`src/rtl/vend_ctrl.sv`:
```
// Coin-operated drink dispenser sequencer: synchronizes and debounces the two coin
// buttons, accumulates half-unit credit, and holds drink/change outputs for a fixed time.
module vend_ctrl #(
  parameter int PRICE           = 5,
  parameter int DEBOUNCE_CYCLES = 1_000_000,
  parameter int HOLD_CYCLES     = 50_000_000
) (
  input  logic       clk_50MHz,
  input  logic       reset,
  input  logic       in1,
  input  logic       in0_5,
  output logic [3:0] credit,
  output logic [3:0] change_amt,
  output logic       drink,
  output logic       change,
  output logic       busy
);

  localparam int DB_W   = $clog2(DEBOUNCE_CYCLES + 1);
  localparam int HOLD_W = $clog2(HOLD_CYCLES + 1);
  localparam logic [DB_W-1:0]   DB_MAX    = DB_W'(DEBOUNCE_CYCLES);
  localparam logic [HOLD_W-1:0] HOLD_LOAD = HOLD_W'(HOLD_CYCLES - 1);
  localparam logic [3:0]        PRICE_Q   = 4'(PRICE);

  typedef enum logic [1:0] {
    IDLE    = 2'd0,
    COLLECT = 2'd1,
    VEND    = 2'd2
  } state_t;

  // bit 1 = 1.0-unit button, bit 0 = 0.5-unit button
  logic [1:0]      raw_btn;
  logic [1:0]      sync_p0;
  logic [1:0]      sync_p1;
  logic [1:0]      level;
  logic [1:0]      coin_ev;
  logic [DB_W-1:0] db_cnt [2];

  state_t            state;
  logic [HOLD_W-1:0] hold_cnt;
  logic [3:0]        sum;

  assign raw_btn = {in1, in0_5};

  // Stage p0/p1: two-flop synchronizer for the asynchronous buttons
  always_ff @(posedge clk_50MHz or posedge reset) begin
    if (reset) begin
      sync_p0 <= 2'b00;
      sync_p1 <= 2'b00;
    end else begin
      sync_p0 <= raw_btn;
      sync_p1 <= sync_p0;
    end
  end

  // Debounce: the level flips once the synced input has disagreed for DEBOUNCE_CYCLES
  // consecutive cycles and then still disagrees; only a 0->1 flip emits a coin pulse.
  always_ff @(posedge clk_50MHz or posedge reset) begin
    if (reset) begin
      level   <= 2'b00;
      coin_ev <= 2'b00;
      for (int b = 0; b < 2; b++) db_cnt[b] <= '0;
    end else begin
      for (int b = 0; b < 2; b++) begin
        coin_ev[b] <= 1'b0;
        if (sync_p1[b] == level[b]) begin
          db_cnt[b] <= '0;
        end else if (db_cnt[b] == DB_MAX) begin
          level[b]   <= sync_p1[b];
          coin_ev[b] <= sync_p1[b];
          db_cnt[b]  <= '0;
        end else begin
          db_cnt[b] <= db_cnt[b] + 1'b1;
        end
      end
    end
  end

  // Max sum is PRICE+2 <= 15, so 4 bits never overflow.
  always_comb begin
    sum = credit + {2'b00, coin_ev[1], 1'b0} + {3'b000, coin_ev[0]};
  end

  // Controller: all outputs registered, updated together on VEND entry and exit
  always_ff @(posedge clk_50MHz or posedge reset) begin
    if (reset) begin
      state      <= IDLE;
      hold_cnt   <= '0;
      credit     <= 4'd0;
      change_amt <= 4'd0;
      drink      <= 1'b0;
      change     <= 1'b0;
      busy       <= 1'b0;
    end else begin
      case (state)
        IDLE, COLLECT: begin
          if (sum >= PRICE_Q) begin
            state      <= VEND;
            credit     <= sum;
            change_amt <= sum - PRICE_Q;
            drink      <= 1'b1;
            change     <= (sum > PRICE_Q);
            busy       <= 1'b1;
            hold_cnt   <= HOLD_LOAD;
          end else if (sum != 4'd0) begin
            state  <= COLLECT;
            credit <= sum;
          end
        end
        VEND: begin
          // Coin events arriving here, including on the exit edge, are dropped.
          if (hold_cnt == '0) begin
            state      <= IDLE;
            credit     <= 4'd0;
            change_amt <= 4'd0;
            drink      <= 1'b0;
            change     <= 1'b0;
            busy       <= 1'b0;
          end else begin
            hold_cnt <= hold_cnt - 1'b1;
          end
        end
        default: begin
          state      <= IDLE;
          hold_cnt   <= '0;
          credit     <= 4'd0;
          change_amt <= 4'd0;
          drink      <= 1'b0;
          change     <= 1'b0;
          busy       <= 1'b0;
        end
      endcase
    end
  end

endmodule

```
`config.mk`:
```
export PLATFORM = sky130hd
export DESIGN_NAME = vend_ctrl
export DESIGN_NICKNAME = d
export VERILOG_FILES = /design/src/rtl/vend_ctrl.sv
export SDC_FILE = /design/constraint.sdc
export NUM_CORES = 1
export LEC_CHECK = 0
export CAP_MARGIN = 20
export CORE_UTILIZATION = 50
export CTS_BUF_LIST = sky130_fd_sc_hd__clkbuf_4
export DETAILED_ROUTE_END_ITERATION = 6
export PLACE_DENSITY_LB_ADDON = 0.08
export SETUP_SLACK_MARGIN = 0.4
export SLEW_MARGIN = 0
export SYNTH_ARGS = -nofsm -noshare
export SYNTH_HDL_FRONTEND = slang
export SYNTH_SLANG_ARGS = --single-unit
```
`constraint.sdc`:
```
create_clock -name clk_50MHz -period 3.6 [get_ports clk_50MHz]
set_clock_uncertainty 0.2 [all_clocks]
set_input_delay 0.54 -clock clk_50MHz [delete_from_list [all_inputs] [get_ports clk_50MHz]]
set_output_delay 0.54 -clock clk_50MHz [all_outputs]
set_load 0.005 [all_outputs]
```
* Word level (Yosys, flattened, before mapping)
Cells that the tools add are included.
** Storage, ports and cells
- Output and inout bits :: 11
- Input port bits :: 4
- Flip-flop bits (word level) :: 86
- Word-level logic and storage cells :: 68
** Operators by class
- Eq/ne operators :: 10
- Multiplexer cells :: 26
- Reduce and logical (&&, ||, !) cells :: 9
- Add/sub/neg operators :: 6
- Bitwise gates (word level) :: 2
- $lt $le $gt $ge :: 2
** Operator list (number)
- $mux 20 :: 4
- $mux 26 :: 2
- $pmux 26 s2 :: 1
- $add 20x1->20 const B :: 2
- $eq 20x20->1 const B :: 2
- $logic_not 26->1 :: 1
- $sub 26x1->26 const B :: 1
- $mux 4 :: 4
- $pmux 4 s2 :: 2
- $reduce_and 2->1 :: 5
- $mux 1 :: 7
- $mux 2 :: 3
- $ne 2x2->1 const B :: 3
- $add 4x1->4 :: 1
- $add 4x2->4 :: 1
- $ge 4x3->1 const B :: 1
- $gt 4x3->1 const B :: 1
- $pmux 1 s2 :: 2
- $pmux 2 s2 :: 1
- $reduce_bool 4->1 :: 1
- $sub 4x3->4 const B :: 1
- $ne 3x3->1 const B :: 1
- $eq 1x1->1 :: 2
- $eq 2x1->1 const B :: 1
- 4 further kinds :: 5

* Depth between registers and ports, before layout
Gate-level depths: netlist (run 1).
- Depth in word-level cells :: 6
- Gate-level depth with buffers :: 11
- Depth with buffers taken out :: 9

* Least setup slack after synthesis (run 1)
OpenSTA, ideal clock, no wires.
- Kind :: register to register
- From :: register credit[0]
- To :: register hold_cnt[2]
- Buffers on the path :: 2
- Arrival :: 2.652 ns
- Cell stages (with the launch flop) :: 12
- Path slack :: 0.627 ns
- Setup time :: 0.121 ns
- Path through :: dfrtp_1 ha_1 fa_1 inv_1 ha_1 nand2b_1 a222oi_1 and2_1 buf_2 buf_4 a21oi_1 o22a_1
** On the way
- Longest elaborated chain between the ends :: 5
** RTL lines
- start, declared :: RTL line 12 : output logic [3:0] credit,
- start signal, assigned :: RTL line 99 : credit <= sum;
- start signal, assigned :: RTL line 107 : credit <= sum;
- $add 4x2->4 :: RTL line 81 : sum = credit + {2'b00, coin_ev[1], 1'b0} + {3'b000, coin_ev[0]};
- $add 4x1->4 :: RTL line 81
- $ge 4x3->1 :: RTL line 97 : if (sum >= PRICE_Q) begin
- $ne 2x2->1 (no line)
- $reduce_and 2->1 (no line)
- end signal, assigned :: RTL line 120 : hold_cnt <= hold_cnt - 1'b1;
- end, declared :: RTL line 40 : logic [HOLD_W-1:0] hold_cnt;
No other way between the ends.
A chain may end at the register's enable or synchronous reset.

* Worst setup path after layout (run 1)
- From :: register credit[0]
- To :: register hold_cnt[11]
Same word-level chain as after synthesis.

==> results of run 1 <==
worst max path at each step:
stage                              end  slack, ns  cells past startpoint
final                     hold_cnt[11]       0.58                     10
after global routing      hold_cnt[18]       0.46                     10
after CTS                 hold_cnt[18]       0.48                     10
after detailed placement  hold_cnt[18]       0.26                     10
after global placement    hold_cnt[10]       0.36                     10
after floorplan            hold_cnt[2]       0.63                     11
worst max-delay path, delay by kind of cell, from the launching register on:
family	cells	cell delay (ns)
buf+inv	2	0.24
fa+ha+maj	3	1.00
flops	1	0.42
compound gates	2	0.24
simple gates	3	0.84
area by class of cell:
class	count	share of cell area (%)
tap	108	2.70
inverter	18	1.38
clock buffer	9	1.35
multi-input combinational	358	46.3
sequential	86	43.1
timing repair buffer	21	4.11
clock inverter	7	1.15
metrics by stage:
stage               setup slack [ns]  std cells  power [W]
finish                         0.580        607    0.00154
global route                   0.455        607    0.00161
CTS                            0.481        607    0.00156
detailed placement             0.259        591    0.00105
global placement               0.357        591    0.00105
floorplan                      0.627        482    0.00103
kinds of logic after synthesis:
logic type               Yosys count  share of synthesized area (%)
buffers and inverters             38                           3.60
AO/OA/AOI/OAI                     89                           12.7
XOR/XNOR                          43                           8.31
AND/OR/NAND/NOR                  210                           24.5
flip-flops                        86                           46.6
multiplexers                       5                           1.19
adder cells (fa/ha/maj)           11                           3.14
routing by layer:
| layer | track usage, % | up-vias |
|---|---|---|
| li1 | - | 1764 |
| met1 | 33.8 | 1808 |
| met2 | 32.4 | 63 |
| met3 | 4.29 | 15 |
| met4 | 8.84 | 0 |
| met5 | 0 | - |
cells in the final DEF, fill, tap and decap left out, types with 14 or more instances in the layout:
cell type and instances:
clkdlybuf4s50_1 14, dfrtp_1 86, inv_1 17, nor3_1 14, nand3_1 23, xor2_1 31, nand2_1 23, nand4_1 21
nor2_1 66, a21oi_1 31
power by group through the flow:
stage	Clock [W]	Combinational (W)	Sequential, W
2_1_floorplan	0	0.0000316	0.000998
3_3_place_gp	0	0.0000476	0.00100
3_5_place_dp	0	0.0000480	0.00100
4_1_cts	0.000528	0.0000484	0.000982
5_1_grt	0.000567	0.0000549	0.000984
6_report	0.000511	0.0000462	0.000982
what timing repair did:
action	in CTS	in global routing
gates resized for setup	1	3
endpoints found under the setup margin	8	11
cloned	0	0
registers in the layout (all words and copies together), names as in the netlist, 4 cells and up:
register    cells
change_amt      4
credit          4
db_cnt         40
hold_cnt       26
==> flow_summary.ini, run 1 <==
[timing]
period_share_pct = 83.9
grt_setup_unrepaired = false
setup-tns-final_ns = 0
fin_crit_ns = 3.02
finalSetupViolations = 0
finalHoldViolCount = 0
fmax_mhz = 331
final_max_slew_viol_count = 0
worst_slew_pin_slew_ns = 0.764
slew-limit-headroom_pct = 48.8
fin_hold_ws_ns = 0.165

[global_route]
grt_pass1_vias = 3424
grt_antenna_before_repair = 0
grt_first_pass_wirelength_mm = 17.3
grt_max_degree = 53
track_usage_pct = 22.6
grt_overflow = 0

[clocking]
cts-htree-levels = 3
ctsHoldBuffers = 0
clockRootBuffer = clkbuf_4
clkLatencyLatePin_ns = 0.44
numCtsBuffers = 9
cts_setup_buffers = 0
cts_sinks = 86
cts_buffer_depth = 2
cts_tree = yes
clkSlewWorstSetupHoldPaths_ns = 0.14

[power_and_ir_drop]
ir_worst_vdd_mv = 0.234
switching_power_w = 0.000401
comb_power_share_pct = 3.0
pwr-share-clk_pct = 33.2
power_density_nw_per_um2 = 308
sw_frac_of_total_pct = 26.1
leakagePower_nw = 2.27
p_int_w = 0.00114
p_seq_share_pct = 63.8

[die]
rows = 34
start_util_pct = 52.2
die_w_um = 98.1
die_y_um = 98.1
die_area_sq_um = 9630
ioPinCount = 15
core-area_sq_um = 8850

[yosys]
yosysTopAreaCell = dfrtp_1
yosysUniqueCellTypes = 59
avgSynthCellArea_sq_um = 9.59
synthTopCellsByCount = dfrtp_1, nor2_1, a21oi_1, xor2_1, nand2_1
yosys-top-cells-area = dfrtp_1, xor2_1, nor2_1
synth_edf_count = 0
synthesis.instances = 482
ys_warn_count = 0
yosysTopAreaCellShare_pct = 46.6
syn_area_sq_um = 4620
seq_area_frac_synth_pct = 46.6
synth_most_common_cell = dfrtp_1
ys_ff_latch = 86
synth_ff_type = dfrtp_1
synthArstFlopShare_pct = 100
syn_nets = 497

[layout]
layout-drive-gt1-share_pct = 9.62
syn2layout_area_growth_pct = 8.15
seq_area_sq_um = 2150
final_nets = 509
utilization_pct = 56.5
postLayoutCellArea_sq_um = 5000
multi_input_area_sq_um = 2310
nFillCells = 798
antenna_cells = 0

[route]
drc = 0
avgRoutedWirePerCell_um = 16.3
firstDrtPassIters = 4
highest_layer = met4
dr.first_iter.drc_count = 261
route.met2.wl_mm = 4.31
final_antenna_net_count = 0
via_count = 3650
viasPerCell = 6.01
drt-met1-wl_mm = 5.03
drt-total-wl_mm = 9.90
met3_length_um = 388

[min_path]
holdCritStartpoint = sync_p0[0]
hold_end = sync_p1[0]
whs_path_depth = 0
min_path_type = reg2reg

[placed_design]
post_dp_cell_area_sq_um = 4860
globalplace.congestion = 0.843
dp_hpwl_mm = 6.86
io_buffer_count = 14

[setup_path]
critical_path.startpoint_type = register
cp_max_fo = 19
worstPathArrival_ns = 3.20
cpPeakStageDelay_ns = 0.52
slowest_stage = or4_1
crit_start = credit[0]
reg2reg_slack_ns = 0.58
r2r_end = hold_cnt[11]
critPathKind = reg2reg
cp-end-kind = register
crit_chain = ha_1 > fa_1 > inv_1 > ha_1 > nand2b_1 > a222oi_1 > buf_4 > and2_4 > or4_1 > a21oi_1
r2r_cells = 10
r2r-start = credit[0]
required_ns = 3.78
cpMostUsedCell = ha_1

[run_status]
status = complete, no violations

[job]
cap_violations = 0
Power figures use the tool's default switching activity.
==> inputs of run 2 (changes only) <==
- clock period: 3.6 -> 2.63 ns (I/O delays scaled with it)
==> flow_summary.ini, run 2 (synthesis results as in run 1) <==
[setup_path]
critPathKind = reg2reg
required_ns = 2.76
worstPathArrival_ns = 3.06
cp-end-kind = register
critical_path.startpoint_type = register
cp_max_fo = 6

[placed_design]
dp_hpwl_mm = 6.81
post_dp_cell_area_sq_um = 5110
globalplace.congestion = 0.827
io_buffer_count = 14

[timing]
worst_slew_pin_slew_ns = 0.656
grt_setup_unrepaired = true
worst_slack_ns = -0.299
finalSetupViolations = 33
final_max_slew_viol_count = 0
setup-tns-final_ns = -6.85
fmax_mhz = 341
fin_crit_ns = 2.93
period_share_pct = 111
finalHoldViolCount = 0
slew-limit-headroom_pct = 56.3

[layout]
seq_area_sq_um = 2160
reg_top3 = db_cnt x40, hold_cnt x26
syn2layout_area_growth_pct = 24.2
postLayoutCellArea_sq_um = 5740
nFillCells = 720
antenna_cells = 0
multi_input_area_sq_um = 2600
largest_reg_flops = 40
final_nets = 556
final_cell_mix = dfrtp_1, nor2_1, buf_4
final_common_cell = dfrtp_1
layout-drive-gt1-share_pct = 26.2
top_register = db_cnt

[clocking]
clkSlewWorstSetupHoldPaths_ns = 0.14
cts_sinks = 86
cts_tree = yes
clkLatencyLatePin_ns = 0.44
cts-htree-levels = 3
cts_buffer_depth = 2
clockRootBuffer = clkbuf_4
numCtsBuffers = 9

[global_route]
grt_pass1_vias = 3697
grt_first_pass_wirelength_mm = 17.7
grt_antenna_before_repair = 0
grt_max_degree = 87
track_usage_pct = 22.9
grt_overflow = 0

[run_status]
status = finished, violations left
violations = setup timing

[job]
cap_violations = 0

[die]
start_util_pct = 52.2
rows = 34
ioPinCount = 15
die_w_um = 98.1
die_y_um = 98.1
die_area_sq_um = 9630
core-area_sq_um = 8850

[route]
firstDrtPassIters = 6
drc = 0
drt-total-wl_mm = 10.8
dr.first_iter.drc_count = 182
viasPerCell = 5.87
final_antenna_net_count = 0
avgRoutedWirePerCell_um = 16.5
via_count = 3838

[power_and_ir_drop]
ir_worst_vdd_mv = 0.330
leakagePower_nw = 2.61
power_density_nw_per_um2 = 382

[min_path]
min_path_type = in2async
-- run 2: cell count changes in the layout (fill, tap and decap cells not counted), sizes merged --
cell      delta
buf         +44
clkbuf       +6
clkinv       -5
bufinv       +1
clkinvlp     +1
inv          -1
nand2        +1
-- run 2: layer usage --
| metal | global-route usage (%) | vias up | routed length (um) |
|---|---|---|---|
| met5 | 0 | - | 0 |
| met2 | 38.2 | 69 | 5150 |
| met1 | 30.7 | 1887 | 5080 |
| met4 | 8.50 | 0 | 170 |
| met3 | 3.15 | 19 | 359 |
| li1 | - | 1863 | - |
-- run 2: metrics by stage --
step / total power, W / hold WS [ns] / setup WS (ns) / cells / util [%]
floorplan: 0.00141 / 0.131 / -0.175 / 482 / -
global route: 0.00228 / 0.183 / -0.372 / 654 / 64.9
finish: 0.00219 / 0.166 / -0.299 / 654 / 64.9
detailed placement: 0.00144 / 0.138 / -0.278 / 613 / 57.7
global placement: 0.00143 / 0.134 / -0.191 / 613 / 57.7
CTS: 0.00221 / 0.168 / -0.206 / 640 / 61.5
-- run 2: final timing paths --
| check | startpoint | to | slack, ns | cells past startpoint |
|---|---|---|---|---|
| setup / recovery | credit[0] | hold_cnt[21] | -0.30 | 12 |
| hold / removal | reset | db_cnt[1] | 0.17 | 3 |
| setup reg to reg | credit[0] | hold_cnt[21] | -0.30 | 12 |
| hold reg to reg | sync_p0[0] | sync_p1[0] | 0.17 | 0 |
| max in group asynchronous | reset | db_cnt[28] | 1.60 | 3 |
| min in group clk_50MHz | sync_p0[0] | sync_p1[0] | 0.17 | 0 |
-- run 2: critical path, stage by stage, from the launching register on --
cell and delay, ns:
dfrtp_1 0.41, ha_2 0.20, fa_1 0.51, inv_2 0.08
ha_4 0.16, nand2b_4 0.13, a222oi_1 0.34, buf_4 0.19
buf_4 0.11, nand2_4 0.07, buf_12 0.16, a21o_1 0.15
o211a_1 0.12
-- run 2: report_power, final --
group / switching [W] / leakage [nW] / internal, W
registers: 0.0000114 / 1.18 / 0.00133
logic: 0.0000479 / 1.34 / 0.0000203
clock network: 0.000445 / 0.0824 / 0.000336
-- run 2: timing repair --
action                                  4_1_cts  5_1_grt
buffers inserted                             10       12
hold buffers                                  0        0
pin swaps                                    18        7
endpoints found under the setup margin       58       60
hold endpoints to repair                      0        0
gates resized for setup                      19       36
cloned                                        1        2
-- run 2: area by class of cell --
class,count,area share [%]
tap,108,2.35
sequential,86,37.5
timing repair buffer,67,11.1
inverter,18,1.24
clock inverter,3,0.763
clock buffer,13,1.70
multi-input combinational,359,45.3
